$ cat src/rtl/coherence_bus_responder_if.sv
// coherence_bus_responder_if: request/snoop/event bundle between cache controller (master) and bus responder (slave)
interface coherence_bus_responder_if #(parameter int NUM_PEERS = 3) ();
  logic                 Cache_Sector_Fill;
  logic                 Invalidate;
  logic                 AdrRetry;
  logic [NUM_PEERS-1:0] peer_modified;
  logic [NUM_PEERS-1:0] peer_inv_ack;
  logic                 READ_DONE;
  logic                 send_abort;
  logic                 AllInvDone;
  logic                 write_back_done;
  logic                 busy;
  modport master (
    output Cache_Sector_Fill, Invalidate, AdrRetry, peer_modified, peer_inv_ack,
    input  READ_DONE, send_abort, AllInvDone, write_back_done, busy
  );
  modport slave (
    input  Cache_Sector_Fill, Invalidate, AdrRetry, peer_modified, peer_inv_ack,
    output READ_DONE, send_abort, AllInvDone, write_back_done, busy
  );
endinterface

$ cat src/rtl/coherence_bus_responder.sv
// coherence_bus_responder: turns fill/invalidate/retry strobes into registered READ_DONE, send_abort, AllInvDone, write_back_done pulses plus busy; ports: clk, reset (async active-high), bus (slave modport carrying requests, snoop/ack inputs and event outputs)
module coherence_bus_responder #(
  parameter int NUM_PEERS = 3,
  parameter int MEM_LAT   = 4,
  parameter int WB_LAT    = 6,
  parameter int CNT_W     = 4
) (
  input logic                       clk,
  input logic                       reset,
  coherence_bus_responder_if.slave  bus
);
  typedef enum logic [2:0] {IDLE, FILL_WAIT, ABORT, INV_WAIT, WB_WAIT} state_t;
  state_t               state_q, state_d;
  logic [CNT_W-1:0]     cnt_q, cnt_d;
  logic [NUM_PEERS-1:0] mask_q, mask_d;
  logic                 read_done_q, read_done_d;
  logic                 send_abort_q, send_abort_d;
  logic                 all_inv_done_q, all_inv_done_d;
  logic                 wb_done_q, wb_done_d;
  logic                 busy_q, busy_d;
  always_ff @(posedge clk or posedge reset) begin
    if (reset) begin
      state_q        <= IDLE;
      cnt_q          <= '0;
      mask_q         <= '0;
      read_done_q    <= 1'b0;
      send_abort_q   <= 1'b0;
      all_inv_done_q <= 1'b0;
      wb_done_q      <= 1'b0;
      busy_q         <= 1'b0;
    end else begin
      state_q        <= state_d;
      cnt_q          <= cnt_d;
      mask_q         <= mask_d;
      read_done_q    <= read_done_d;
      send_abort_q   <= send_abort_d;
      all_inv_done_q <= all_inv_done_d;
      wb_done_q      <= wb_done_d;
      busy_q         <= busy_d;
    end
  end
  // Each wait state lingers one extra cycle with counter/mask at zero; that
  // cycle is the completion cycle, so outputs are decoded from the next state.
  always_comb begin
    state_d = state_q;
    cnt_d   = cnt_q;
    mask_d  = mask_q;
    case (state_q)
      IDLE: begin
        if (bus.Cache_Sector_Fill) begin
          state_d = |bus.peer_modified ? ABORT : FILL_WAIT;
          cnt_d   = CNT_W'(MEM_LAT - 1);
        end else if (bus.Invalidate) begin
          state_d = INV_WAIT;
          mask_d  = '1;
        end else if (bus.AdrRetry) begin
          state_d = WB_WAIT;
          cnt_d   = CNT_W'(WB_LAT - 1);
        end
      end
      FILL_WAIT, WB_WAIT: begin
        state_d = cnt_q == '0 ? IDLE : state_q;
        cnt_d   = cnt_q == '0 ? cnt_q : cnt_q - 1'b1;
      end
      INV_WAIT: begin
        state_d = mask_q == '0 ? IDLE : INV_WAIT;
        mask_d  = mask_q & ~bus.peer_inv_ack;
      end
      default: state_d = IDLE;
    endcase
    read_done_d    = state_d == FILL_WAIT && cnt_d == '0;
    wb_done_d      = state_d == WB_WAIT && cnt_d == '0;
    all_inv_done_d = state_d == INV_WAIT && mask_d == '0;
    send_abort_d   = state_d == ABORT;
    busy_d         = state_d != IDLE;
  end
  assign bus.READ_DONE       = read_done_q;
  assign bus.send_abort      = send_abort_q;
  assign bus.AllInvDone      = all_inv_done_q;
  assign bus.write_back_done = wb_done_q;
  assign bus.busy            = busy_q;
endmodule

$ cat src/flat_wrapper.sv
// flat-port wrapper written by rule: the top's interface ports become plain ports
module coherence_bus_responder_flat 
#(
  parameter int NUM_PEERS = 3,
  parameter int MEM_LAT   = 4,
  parameter int WB_LAT    = 6,
  parameter int CNT_W     = 4
)
  (clk, reset, bus_Cache_Sector_Fill, bus_Invalidate, bus_AdrRetry, bus_peer_modified, bus_peer_inv_ack, bus_READ_DONE, bus_send_abort, bus_AllInvDone, bus_write_back_done, bus_busy);
  coherence_bus_responder_if #(.NUM_PEERS(NUM_PEERS)) bus_i ();
  input logic clk;
  input logic reset;
  input wire logic [$bits(bus_i.Cache_Sector_Fill)-1:0] bus_Cache_Sector_Fill;
  input wire logic [$bits(bus_i.Invalidate)-1:0] bus_Invalidate;
  input wire logic [$bits(bus_i.AdrRetry)-1:0] bus_AdrRetry;
  input wire logic [$bits(bus_i.peer_modified)-1:0] bus_peer_modified;
  input wire logic [$bits(bus_i.peer_inv_ack)-1:0] bus_peer_inv_ack;
  output wire logic [$bits(bus_i.READ_DONE)-1:0] bus_READ_DONE;
  output wire logic [$bits(bus_i.send_abort)-1:0] bus_send_abort;
  output wire logic [$bits(bus_i.AllInvDone)-1:0] bus_AllInvDone;
  output wire logic [$bits(bus_i.write_back_done)-1:0] bus_write_back_done;
  output wire logic [$bits(bus_i.busy)-1:0] bus_busy;
  assign bus_i.Cache_Sector_Fill = bus_Cache_Sector_Fill;
  assign bus_i.Invalidate = bus_Invalidate;
  assign bus_i.AdrRetry = bus_AdrRetry;
  assign bus_i.peer_modified = bus_peer_modified;
  assign bus_i.peer_inv_ack = bus_peer_inv_ack;
  assign bus_READ_DONE = bus_i.READ_DONE;
  assign bus_send_abort = bus_i.send_abort;
  assign bus_AllInvDone = bus_i.AllInvDone;
  assign bus_write_back_done = bus_i.write_back_done;
  assign bus_busy = bus_i.busy;
  coherence_bus_responder #(.NUM_PEERS(NUM_PEERS), .MEM_LAT(MEM_LAT), .WB_LAT(WB_LAT), .CNT_W(CNT_W)) u_core (.clk(clk), .reset(reset), .bus(bus_i));
endmodule
$ cat config.mk
export PLATFORM = sky130hd
export DESIGN_NAME = coherence_bus_responder_flat
export DESIGN_NICKNAME = d
export VERILOG_FILES = /design/src/rtl/coherence_bus_responder_if.sv /design/src/rtl/coherence_bus_responder.sv /design/src/flat_wrapper.sv
export SDC_FILE = /design/constraint.sdc
export NUM_CORES = 1
export LEC_CHECK = 0
export CORE_UTILIZATION = 54
export CTS_CLUSTER_DIAMETER = 40
export CTS_CLUSTER_SIZE = 12
export DETAILED_ROUTE_END_ITERATION = 10
export HOLD_SLACK_MARGIN = 0.03
export PLACE_DENSITY_LB_ADDON = 0.12
export SYNTH_ARGS = -nofsm -noshare
export SYNTH_HDL_FRONTEND = slang
export SYNTH_SLANG_ARGS = --single-unit
$ cat constraint.sdc
create_clock -name clk -period 2.85 [get_ports clk]
set_input_delay 0.4275 -clock clk [delete_from_list [all_inputs] [get_ports clk]]
set_output_delay 0.4275 -clock clk [all_outputs]
set_load 0.02 [all_outputs]
==> results.cfg, run 1 <==
[timing]
holdWs_ns = 0.4828
slew_violations = 0
tightestPinTransition_ns = 0.5736
hold_viol = 0
setup-tns-final_ns = 0
final.min_clock_period_ns = 2.206
slew_headroom = 0.6141
clock.fmax_mhz = 453.4
finalCritPeriodShare = 0.7739
final.setup_skew_ns = 0.0005214
setup_viol = 0
rsz0062_at_grt = false

[clocking]
cts_buffers = 3
cts-root-buf = clkbuf_4
clock_sinks = 15
cts_max_level = 1
clockBufferDepth = 2
path_clk_slew_ns = 0.08
cts_resized = 0
cts_tree = built
clock_latency_ns = 0.27
cts_setup_buffers = 0
holdBufCountCts = 0

[synthesis]
synth-edff-count = 0
synthAdderAreaFrac = 0.01420
synth_area_um2 = 880.8
ys_types = 39
async_flop_share = 1.000
ys_top_cells_by_count = dfrtp_1, nand2_1, nor2_1
synth-seq-cells = 15
synth_top_area_cell = dfrtp_1
synthCells = 87
ys.flop_type = dfrtp_1
synth_top_cell_area_share = 0.4261
synth_top_family_by_area = simple AND/OR/NAND/NOR gates
yosys.area_share.simple = 0.2713
avgSynthCellArea_um2 = 10.12
synth_warnings = 0
yosysMostFrequentCell = dfrtp_1
synth_xor_area_frac = 0.009943
synth_compound_area_frac = 0.2145
synth.area.mux_share = 0.01278
yosys-top-cells-area = dfrtp_1, nand2_1, nor4b_2
synth-seq-area-share = 0.4261
syn-num-nets = 99

[die]
die_w_um = 42.39
core_area_mm2 = 0.001506
pin_count = 16
die-area_mm2 = 0.001797
start_util = 0.5847
die_h_um = 42.39
core.rowCount = 14

[setup_path]
r2r_start = u_core.cnt_q[1]$_DFF_PP0_
r2r_setup_slack_ns = 0.64
r2r_end = u_core.bus.READ_DONE$_DFF_PP0_
r2r_cells = 7
setup.worst_path.start_class = flop
path_max_fanout = 8
crit_arrival_ns = 2.37
required_ns = 3.02
cp-end-kind = flop
critical_path_class = flop to flop

[run]
cap_violations = 0

[detailed_routing]
vias_per_cell = 6.271
drtIter0Drc = 15
wl_per_cell_um = 15.26
postRouteAntennaNets = 0
wirelength_um = 1801
dr_total_vias = 740
drc = 0
dr.pass1.iters = 4

[grt]
grt_max_degree = 16
grt.overflow.total = 0
grt_first_pass_wirelength_um = 2980
grt_pass1_vias = 691
antenna_found_initial = 0
grt_usage = 0.2224

[pwr]
p_clk_frac = 0.103
total_power_uw = 1109
ir_worst_vdd_mv = 0.7591
power-per-cell-area_mw_per_mm2 = 1054
power_frac_comb = 0.523
p_int_uw = 634.6
leakagePower_uw = 0.0004294
switching_share = 0.4280
switchingPower_uw = 474.8
p_seq_frac = 0.374

[final_layout]
insertedDiodeCount = 0
fin_area_mm2 = 0.001052
fin_nets = 115
area_delta_synth_final_pct = 19.46
drive_gt1_frac = 0.1569

[placed_design]
place_congestion = 0.8131
port_buffers = 15
placed_area_mm2 = 0.001025
dp_hpwl_um = 1419

[status]
status = finished, final reports clean

[worst_hold_path]
hold_path_class = primary input to async pin
[per-layer routing]
metal	vias up	global-route usage	part of all wire
met1	366	0.3057	0.48
met5	-	0	0
met3	4	0.03017	0.028
met4	0	0.1063	0.019
li1	353	-	-
met2	17	0.3477	0.47
[flip-flops by register name (all words and copies together), names as in the netlist]
| signal | flops |
|---|---|
| u_core.bus.AllInvDone | 1 |
| u_core.bus.READ_DONE | 1 |
| u_core.bus.busy | 1 |
| u_core.bus.send_abort | 1 |
| u_core.bus.write_back_done | 1 |
| u_core.cnt_q | 4 |
| u_core.mask_q | 3 |
| u_core.state_q | 3 |
[cell usage in the layout, fill, tap and decap left out, types with 2 or more instances in the layout]
| cell | Yosys | routed |
|---|---|---|
| clkdlybuf4s50_1 | 0 | 15 |
| dfrtp_1 | 15 | 15 |
| nand2_1 | 9 | 9 |
| nor2_1 | 6 | 6 |
| inv_1 | 5 | 5 |
| nor2b_1 | 4 | 4 |
| o21ai_0 | 3 | 3 |
| nor4_1 | 3 | 3 |
| clkbuf_4 | 0 | 3 |
| nor4b_2 | 2 | 2 |
| nor3_1 | 2 | 2 |
| or2_2 | 2 | 2 |
| a2bb2oi_1 | 2 | 2 |
| a21oi_1 | 2 | 2 |
| or4_1 | 2 | 2 |
| o21a_1 | 2 | 2 |
| or3_1 | 2 | 2 |
[critical path, cell delays in order (launching register included)]
cell and delay, ns:
dfrtp_1 0.44, inv_1 0.10, ha_1 0.21, nor3b_4 0.18, nor3_1 0.28, o221ai_1 0.21, or3_1 0.38, nor4b_2 0.31
[layout make-up]
cell class,count,area [µm²]
Tap cell,16,20.02
Inverter,5,18.77
Clock buffer,3,22.52
Clock inverter,1,5.005
Timing Repair Buffer,15,150.1
Multi-Input combinational cell,63,460.4
Fill cell,124,454.2
Sequential cell,15,375.4
[cell families after synthesis]
family	Yosys count
fa+ha+maj	1
simple gates	38
flops	15
mux	1
xor+xnor	1
buf+inv	9
compound gates	22
[worst max-delay path by stage]
stage | from | endpoint | slack (ns) | cells after the start
2_1_floorplan | u_core.cnt_q[1]$_DFF_PP0_ | u_core.bus.READ_DONE$_DFF_PP0_ | 0.98 | 7
3_3_place_gp | bus_Cache_Sector_Fill | u_core.bus.AllInvDone$_DFF_PP0_ | 0.54 | 5
3_5_place_dp | bus_Cache_Sector_Fill | u_core.bus.READ_DONE$_DFF_PP0_ | 0.45 | 5
4_1_cts | u_core.cnt_q[1]$_DFF_PP0_ | u_core.bus.READ_DONE$_DFF_PP0_ | 0.67 | 7
5_1_grt | u_core.cnt_q[1]$_DFF_PP0_ | u_core.bus.write_back_done$_DFF_PP0_ | 0.53 | 7
6_report | u_core.cnt_q[1]$_DFF_PP0_ | u_core.bus.READ_DONE$_DFF_PP0_ | 0.64 | 7
[power groups by stage]
stage / Clock [µW] / Combinational [µW] / Sequential (µW)
after floorplan: 0 / 458 / 388
after global placement: 0 / 553 / 414
after detailed placement: 0 / 577 / 417
after CTS: 119 / 582 / 413
after global routing: 123 / 627 / 432
final: 114 / 580 / 415
[per-stage QoR]
stage	setup slack, ns	util	std cells
6_report	0.6443	0.6985	118
2_1_floorplan	0.9799	-	87
5_1_grt	0.5287	0.6985	118
4_1_cts	0.6701	0.6985	118
3_3_place_gp	0.5373	0.6802	114
3_5_place_dp	0.4492	0.6802	114
Power figures use the tool's default switching activity.
==> run 2, diff against run 1 <==
--- a/config.mk
+++ b/config.mk
@@ -5,7 +5,7 @@
 export SDC_FILE = /design/constraint.sdc
 export NUM_CORES = 1
 export LEC_CHECK = 0
-export CORE_UTILIZATION = 54
+export CORE_UTILIZATION = 50
 export CTS_CLUSTER_DIAMETER = 40
 export CTS_CLUSTER_SIZE = 12
 export DETAILED_ROUTE_END_ITERATION = 10
==> constraint.sdc (replaced) <==
create_clock -name clk -period 2.1 [get_ports clk]
set_input_delay 0.315 -clock clk [delete_from_list [all_inputs] [get_ports clk]]
set_output_delay 0.315 -clock clk [all_outputs]
set_load 0.02 [all_outputs]
==> results.cfg, run 2 (synthesis gave the netlist of run 1 again) <==
[setup_path]
cp-end-kind = flop
critical_path_class = flop to flop
setup.worst_path.start_class = flop
crit_arrival_ns = 2.26
path_max_fanout = 8
required_ns = 2.28

[placed_design]
port_buffers = 15
place_inst = 121
place_congestion = 0.7430
placed_area_mm2 = 0.001077
dp_hpwl_um = 1497
dp_slack_ns = 0.02978

[detailed_routing]
wl_per_cell_um = 16.30
vias_per_cell = 5.992
postRouteAntennaNets = 0
wirelength_um = 2038
drtIter0Drc = 12
dr_total_vias = 749
dr.pass1.iters = 6
drc = 0

[clocking]
cts_setup_buffers = 0
cts-root-buf = clkbuf_4
clock_latency_ns = 0.27
cts_tree = built
clock_sinks = 15
path_clk_slew_ns = 0.08
cts_buffers = 3
cts_max_level = 1
clockBufferDepth = 2

[final_layout]
area_delta_synth_final_pct = 28.55
largest_register = u_core.cnt_q
largest_reg_flops = 4
insertedDiodeCount = 0
top_regs = u_core.cnt_q: 4 flops, u_core.mask_q: 3 flops, u_core.state_q: 3 flops
final-seq-area_um2 = 375.4
n_fill_cell = 125
post_layout_nonfiller_instances = 125
fin_nets = 122
mostFrequentLayoutCells = clkdlybuf4s50_1, dfrtp_1, nand2_1
fin_area_mm2 = 0.001132
drive_gt1_frac = 0.2569
multiInputGateArea_um2 = 489.2

[run]
cap_violations = 0

[die]
core_area_mm2 = 0.001577
die_w_um = 43.97
die-area_mm2 = 0.001933
die_h_um = 43.97
core.rowCount = 14
start_util = 0.5587
pin_count = 16

[grt]
grt_usage = 0.2255
antenna_found_initial = 0
grt_first_pass_wirelength_um = 3180
grt_max_degree = 16
grt_pass1_vias = 730
grt.overflow.total = 0

[timing]
clock.fmax_mhz = 481.3
rsz0062_at_grt = true
slew_headroom = 0.6286
setup_viol = 0
slew_violations = 0
hold_viol = 0
tightestPinTransition_ns = 0.5565
holdWs_ns = 0.3836
final.setup_skew_ns = 0.001725
finalCritPeriodShare = 0.9893
final.min_clock_period_ns = 2.078
worst_slack_ns = 0.02244

[status]
status = finished, final reports clean

[worst_hold_path]
hold_path_class = primary input to async pin

[pwr]
power-per-cell-area_mw_per_mm2 = 1462
ir_worst_vdd_mv = 0.9139
leakagePower_uw = 0.0004608
total_power_uw = 1655
[run 2: layout make-up]
| class | count | share of cell area |
|---|---|---|
| timing repair buffer | 22 | 0.1790 |
| sequential | 15 | 0.3315 |
| inverter | 5 | 0.01657 |
| multi-input combinational | 63 | 0.4320 |
| tap | 16 | 0.01768 |
| clock buffer | 4 | 0.02320 |
[run 2: critical path, cell delays in order (launching register included)]
cell and delay [ns]:
dfrtp_1 0.43, inv_2 0.11, ha_4 0.14, nor3b_4 0.32, or4_4 0.20, o221ai_2 0.08
a221o_1 0.43, nor4b_2 0.27
[run 2: metrics by stage]
step	util	setup TNS, ns
finish	0.7183	0
global route	0.7183	-0.1359
CTS	0.7063	0
detailed placement	0.6833	0
global placement	0.6833	0
floorplan	-	0
[run 2: what timing repair did]
action                     in CTS  in global routing
hold buffers                    0                  0
pin swaps                       2                  4
setup endpoints to repair       1                  2
resized for setup               2                  5
[run 2: worst paths after layout]
check / cells after the start / slack [ns] / end / start
worst max-delay path: 7 / 0.02 / u_core.bus.READ_DONE$_DFF_PP0_ / u_core.cnt_q[0]$_DFF_PP0_
worst min-delay path: 2 / 0.38 / u_core.cnt_q[2]$_DFF_PP0_ / reset
worst max register to register: 7 / 0.02 / u_core.bus.READ_DONE$_DFF_PP0_ / u_core.cnt_q[0]$_DFF_PP0_
worst min register to register: 2 / 0.58 / u_core.mask_q[2]$_DFF_PP0_ / u_core.mask_q[2]$_DFF_PP0_
max in group asynchronous: 2 / 1.35 / u_core.mask_q[0]$_DFF_PP0_ / reset
min in group clk: 2 / 0.58 / u_core.mask_q[2]$_DFF_PP0_ / u_core.mask_q[2]$_DFF_PP0_
[run 2: power breakdown]
part	switching (µW)	internal (µW)	total, µW	leakage, µW
Combinational	460	473	933	0.000258
Clock	80.4	73.5	154	0.0000150
Sequential	163	406	568	0.000188
[run 2: routing by layer]
layer | track usage | share of wire | wire length (µm)
met1 | 0.3144 | 0.47 | 968
met2 | 0.3701 | 0.49 | 1008
met3 | 0.01667 | 0.026 | 53
met4 | 0.08485 | 0.0039 | 8
met5 | 0 | 0 | 0
